$ cat src/rtl/fetch_mem_arbiter.sv
// Arbitrates the single instruction/data memory port between fetch and the LSU, with tagged read return.
// Optional ARB_PERF_CNT_EN adds fetch_stall_cnt, counting cycles in which fetch requests but is stopped.
module fetch_mem_arbiter #(
  parameter int unsigned ADDR_W        = 20,
  parameter int unsigned DATA_W        = 16,
  parameter int unsigned MEM_LATENCY   = 1,
  parameter int unsigned MAX_LSU_BURST = 4
) (
  input  logic              clock,
  input  logic              reset,
  input  logic              fetch_req,
  input  logic [ADDR_W-1:0] fetch_addr,
  output logic [DATA_W-1:0] fetch_data,
  output logic              fetch_valid,
  output logic              fetch_stop,
  input  logic              lsu_req,
  input  logic              lsu_we,
  input  logic [ADDR_W-1:0] lsu_addr,
  input  logic [DATA_W-1:0] lsu_wdata,
  output logic              lsu_ack,
  output logic [DATA_W-1:0] lsu_rdata,
  output logic              lsu_rvalid,
  output logic              mem_en,
  output logic              mem_we,
  output logic [ADDR_W-1:0] mem_addr,
  output logic [DATA_W-1:0] mem_wdata,
`ifdef ARB_PERF_CNT_EN
  output logic [31:0]       fetch_stall_cnt,
`endif
  input  logic [DATA_W-1:0] mem_rdata
);

  localparam int unsigned STREAK_W = 4;
  localparam logic [STREAK_W-1:0] STREAK_MAX = STREAK_W'(MAX_LSU_BURST);

  typedef enum logic [1:0] {
    GRANT_IDLE  = 2'd0,
    GRANT_FETCH = 2'd1,
    GRANT_LSU   = 2'd2
  } grant_t;

  grant_t                  grant;
  logic [STREAK_W-1:0]     lsu_streak;
  logic [MEM_LATENCY-1:0]  tag_valid;
  logic [MEM_LATENCY-1:0]  tag_lsu;
  logic [DATA_W-1:0]       fetch_hold;
  logic [DATA_W-1:0]       lsu_hold;
  logic                    issue_read;
  logic                    issue_lsu;
  logic                    ret_valid;

  // LSU has priority unless fetch has been held off for MAX_LSU_BURST consecutive grants.
  always_comb begin
    grant = GRANT_IDLE;
    if (!reset) begin
      if (lsu_req && !(fetch_req && (lsu_streak == STREAK_MAX))) begin
        grant = GRANT_LSU;
      end else if (fetch_req) begin
        grant = GRANT_FETCH;
      end
    end
  end

  always_comb begin
    mem_en     = 1'b0;
    mem_we     = 1'b0;
    mem_addr   = '0;
    mem_wdata  = '0;
    lsu_ack    = 1'b0;
    fetch_stop = 1'b0;
    issue_read = 1'b0;
    issue_lsu  = 1'b0;
    case (grant)
      GRANT_LSU: begin
        mem_en     = 1'b1;
        mem_we     = lsu_we;
        mem_addr   = lsu_addr;
        mem_wdata  = lsu_wdata;
        lsu_ack    = 1'b1;
        fetch_stop = 1'b1;
        issue_read = !lsu_we;
        issue_lsu  = !lsu_we;
      end
      GRANT_FETCH: begin
        mem_en     = 1'b1;
        mem_addr   = fetch_addr;
        issue_read = 1'b1;
      end
      default: ;
    endcase
  end

  // Return routing straight from mem_rdata; the unselected output keeps its last value.
  always_comb begin
    ret_valid   = tag_valid[MEM_LATENCY-1] && !reset;
    fetch_valid = ret_valid && !tag_lsu[MEM_LATENCY-1];
    lsu_rvalid  = ret_valid && tag_lsu[MEM_LATENCY-1];
    fetch_data  = reset ? '0 : (fetch_valid ? mem_rdata : fetch_hold);
    lsu_rdata   = reset ? '0 : (lsu_rvalid ? mem_rdata : lsu_hold);
  end

  always_ff @(posedge clock) begin
    if (reset) begin
      fetch_hold <= '0;
      lsu_hold   <= '0;
    end else begin
      if (fetch_valid) fetch_hold <= mem_rdata;
      if (lsu_rvalid)  lsu_hold   <= mem_rdata;
    end
  end

  // Streak counts LSU grants only while fetch is waiting.
  always_ff @(posedge clock) begin
    if (reset) begin
      lsu_streak <= '0;
    end else if (!fetch_req || (grant == GRANT_FETCH)) begin
      lsu_streak <= '0;
    end else if ((grant == GRANT_LSU) && (lsu_streak != STREAK_MAX)) begin
      lsu_streak <= lsu_streak + STREAK_W'(1);
    end
  end

  // Tag pipeline tracks which requester owns each in-flight read.
  always_ff @(posedge clock) begin
    if (reset) begin
      tag_valid <= '0;
      tag_lsu   <= '0;
    end else begin
      tag_valid[0] <= issue_read;
      tag_lsu[0]   <= issue_lsu;
      for (int i = 1; i < MEM_LATENCY; i++) begin
        tag_valid[i] <= tag_valid[i-1];
        tag_lsu[i]   <= tag_lsu[i-1];
      end
    end
  end

`ifdef ARB_PERF_CNT_EN
  always_ff @(posedge clock) begin
    if (reset) begin
      fetch_stall_cnt <= '0;
    end else if (fetch_req && fetch_stop) begin
      fetch_stall_cnt <= fetch_stall_cnt + 32'd1;
    end
  end
`endif

endmodule

$ cat config.mk
export PLATFORM = sky130hd
export DESIGN_NAME = fetch_mem_arbiter
export DESIGN_NICKNAME = d
export VERILOG_FILES = /design/src/rtl/fetch_mem_arbiter.sv
export SDC_FILE = /design/constraint.sdc
export NUM_CORES = 1
export LEC_CHECK = 0
export ABC_AREA = 1
export CORE_UTILIZATION = 38
export CTS_BUF_LIST = sky130_fd_sc_hd__clkbuf_8
export CTS_CLUSTER_SIZE = 24
export DETAILED_ROUTE_END_ITERATION = 7
export GPL_ROUTABILITY_DRIVEN = 0
export GPL_TIMING_DRIVEN = 0
export PLACE_DENSITY_LB_ADDON = 0.05
export SLEW_MARGIN = 5
export SYNTH_ARGS = -nofsm -noshare
export SYNTH_HDL_FRONTEND = slang
export SYNTH_SLANG_ARGS = --single-unit
$ cat constraint.sdc
create_clock -name clock -period 6.4 [get_ports clock]
set_clock_uncertainty 0.2 [all_clocks]
set_input_delay 1.28 -clock clock [delete_from_list [all_inputs] [get_ports clock]]
set_output_delay 1.28 -clock clock [all_outputs]
set_load 0.1 [all_outputs]
# After elaboration in Yosys (flattened, before gate mapping)
# Cells that the tools add are included.
[word_totals] inputBits=77 mem_count=0 mem_bits_ro=0 latchBits=0 ram_bits=0 ff_bits=38 out_inout_bits=74
[classes] mux=13 div_mod_pow=0 n_bitwise=1 n_lt_le_gt_ge=0 mul=0 n_reduce_logical=15 n_addsub=1 n_shift=0 n_eq_ne=4
[ops] cell="$mux 16" count=5
[ops] cell="$pmux 20 s2" count=1
[ops] cell="$logic_and 1x1->1" count=6
[ops] cell="$reduce_or 2->1" count=3
[ops] cell="$logic_not 1->1" count=5
[ops] cell="$add 4x1->4 const B" count=1
[ops] cell="$eq 4x3->1 const B" count=1
[ops] cell="$mux 1" count=4
[ops] cell="$mux 2" count=2
[ops] cell="$ne 4x3->1 const B" count=1
[ops] cell="$eq 2x1->1 const B" count=1
[ops] cell="$eq 2x2->1 const B" count=1
[ops] cell="$pmux 1 s2" count=1
[ops] cell="$logic_or 1x1->1" count=1
[ops] cell="$not 1->1" count=1

# Logic depth before layout (Yosys ltp)
[logic_depth] word_depth=9 ltp_mapped=13 depth_no_buf=12

# Worst setup path after synthesis
# OpenSTA, ideal clock, no wires.
[synth_path] kind="in2out" startpoint="input port fetch_req" endpoint="output port mem_addr[10]" slack_ns=0.579 n_path_buf=2 arrival_ns=4.341 stages=8 path_cell_list="inv_1 > o21ai_2 > nor2_1 > ha_1 > buf_4 > buf_6 > nand2_1 > a21oi_1"
[synth_via] elab_chain_cells=7
[synth_rtl] item="start: declaration" line_no="11" source="input logic fetch_req,"
[synth_rtl] item="$logic_and 1x1->1" line_no="56" source="if (lsu_req && !(fetch_req && (lsu_streak == STREAK_MAX))) begin"
[synth_rtl] item="$logic_not 1->1" line_no="56"
[synth_rtl] item="$logic_and 1x1->1" line_no="56"
[synth_rtl] item="$mux 2 *" line_no="56"
[synth_rtl] item="$mux 2 *" line_no="55" source="if (!reset) begin"
[synth_rtl] item="$eq 2x1->1 or $eq 2x2->1 (tied branches)" line_no="73" source="case (grant)"
[synth_rtl] item="$pmux 20 s2 *" line_no="73"
[synth_rtl] item="end: declaration" line_no="25" source="output logic [ADDR_W-1:0] mem_addr,"
# Every way passes the cells marked *; elsewhere a longest branch is shown, timed or not.

# Worst setup path in the final report
[layout_path] startpoint="input port reset" endpoint="output port mem_addr[18]"
[layout_via] elab_chain_cells=3
[layout_rtl] item="start: declaration" line_no="10" source="input logic reset,"
[layout_rtl] item="$mux 2 *" line_no="55"
[layout_rtl] item="$eq 2x1->1 or $eq 2x2->1 (tied branches)" line_no="73"
[layout_rtl] item="$pmux 20 s2 *" line_no="73"
# Marks and branches as above.

==> metrics <==
part of the cycle the worst path needs 87.9%; CTS Root Cell clkbuf_8; Top Ports 151; Die X 76.2 um; Unique masters post-synth 24; Initial Util 40.1%; Final HPWL DP 5370 um; commonest non-fill, non-tap cell in the layout clkdlybuf4s50_1; final hold viol count 0; CP cell instances clkdlybuf4s50_1, inv_4, nand2_1, nor2_2, inv_2, ha_1, clkbuf_1, a21oi_1, clkdlybuf4s50_1; post-CTS setup buffer count 0; Synth Net Count 360; vias in the first global route 2472; Cells after Synth 279; ant diodes 0; worst hold-check path type reg2reg; Critical-path top delay cell clkdlybuf4s50_1; Post-route DRC 0; first-pass GRT wire length 11300 um; total core area 5200 um2; number of buffers inserted by hold repair at cts 0; DR iter-0 viols 80; Setup WS pre-CTS 768 ps; DR pass1 iterations 4; Crit path largest cell delay 1170 ps; CP Capture Type output port; drt wl/cell 13.2 um; vias 2344; antenna viol nets, final 0; critical path class in2out; outcome complete, no violations; WL final 6680 um; Worst path most repeated cell clkdlybuf4s50_1; Worst Path Required 4920 ps; final net count 517; Final Setup Violations 0; Seq cells post-synth 38; Worst setup SP type input pin; most frequent cells in the layout clkdlybuf4s50_1, nand2_1, inv_1; # rows 26; clock-pin slew on the worst setup and hold paths 80 ps; Sequential Area 761 um2; combined area of the multi-input logic cells 993 um2; Post-CTS Resized 0; CTS H-tree depth 2; Max FO, Critical Path 10; design area 3770 um2; Fillers 423; DR vias/cell 4.62; Fmax 0.178 GHz; post-route setup TNS 0 ps; placed cell areas 3680 um2; gr usage total 24.3%; CTS Buffer Depth 2; final-report max-slew violation count 0; Warnings, synthesis 0; crit path time final 5630 ps; slew margin rel. 29.0%; unrepaired setup endpoints after global routing no; Peak supply drop 102 uV; PnR worst setup slack 772 ps; PD cells 160 nW/um2; PortBufs 150; initial antenna violation count 0; fraction of layout cells with a size suffix above 1 14.6%; global route overflow 0; P&R area growth vs syn 80.6%; CTS Buf Count 5; Max-Cap Viols 0; largest net degree at the start of global routing 13; die area 5800 um2; CTS tree done; Leak 0.00157 uW; synthesized area 2090 um2; Worst-Skew Late Latency 280 ps; DIE HEIGHT 76.2 um; slew of the pin with the lowest slew margin 1060 ps; WP data arrival 4150 ps; # clock sinks 38; register area share after synthesis 36.4%; syn avg cell area 7.49 um2
## through the flow
| step | cells | hold WS, ps | util [%] | power (uW) |
|---|---|---|---|---|
| 2_1_floorplan | 279 | 255 | - | 364 |
| 5_1_grt | 507 | 283 | 72.5 | 630 |
| 6_report | 507 | 267 | 72.5 | 605 |
| 3_3_place_gp | 499 | 253 | 70.7 | 440 |
| 4_1_cts | 507 | 270 | 72.5 | 608 |
| 3_5_place_dp | 499 | 258 | 70.7 | 441 |
## state kept, by name, summed over array words and instances, names as in the netlist
register,count
fetch_hold,16
lsu_hold,16
lsu_streak,4
tag_lsu,1
tag_valid,1
## cells by family after synthesis
family                   after synthesis  share of synthesized area (%)
AND/OR/NAND/NOR                      112                           27.2
buffers and inverters                 66                           16.0
AO/OA/AOI/OAI                         58                           17.5
flip-flops                            38                           36.4
adder cells (fa/ha/maj)                4                           2.40
XOR/XNOR                               1                          0.419
## worst paths after layout
| path | from | slack [ps] | end | cells after the start |
|---|---|---|---|---|
| worst max-delay path | reset | 770 | mem_addr[18] | 9 |
| worst min-delay path | lsu_hold[13] | 270 | lsu_hold[13] | 2 |
| worst max register to register | lsu_streak[0] | 4250 | tag_valid | 13 |
| worst min register to register | lsu_hold[13] | 270 | lsu_hold[13] | 2 |
## cell usage after synthesis (all sizes together)
cell | instances | area (um2)
nand4 | 1 | 6.26
xor2 | 1 | 8.76
inv | 48 | 183
clkbuf | 2 | 7.51
ha | 4 | 50.1
a21oi | 23 | 115
nor3 | 1 | 5.00
nor2 | 7 | 28.8
buf | 16 | 145
o21ai | 35 | 250
nand3 | 36 | 275
dfxtp | 38 | 761
nand2 | 67 | 254
## final cells by class
type / count / share of cell area, %
timing repair buffer: 150 / 39.8
multi-input combinational: 175 / 26.3
sequential: 38 / 20.2
inverter: 48 / 4.84
buffer: 18 / 4.05
tap: 70 / 2.32
clock buffer: 6 / 2.19
clock inverter: 2 / 0.332
## power by group
| group | switching [uW] | leakage, uW | internal [uW] | total [uW] |
|---|---|---|---|---|
| Combinational | 125 | 0.00121 | 70.6 | 196 |
| Sequential | 1.28 | 0.000306 | 239 | 240 |
| Clock | 83.2 | 0.0000472 | 86.5 | 170 |
| Total | 210 | 0.00157 | 396 | 605 |
## critical path, delay by kind of cell
kind,cells,cell delay (ps)
AOI/OAI and AO/OA,1,210
adders and majority gates,1,310
buffers and inverters,5,2100
and+or+nand+nor,2,240
## metal layers
layer	vias to the layer above	track usage, %	wire, um
met5	-	0	0
met4	0	9.23	180
met3	14	7.43	508
met2	88	43.8	3340
met1	1043	26.5	2650
li1	1199	-	-
Power figures use the tool's default switching activity.
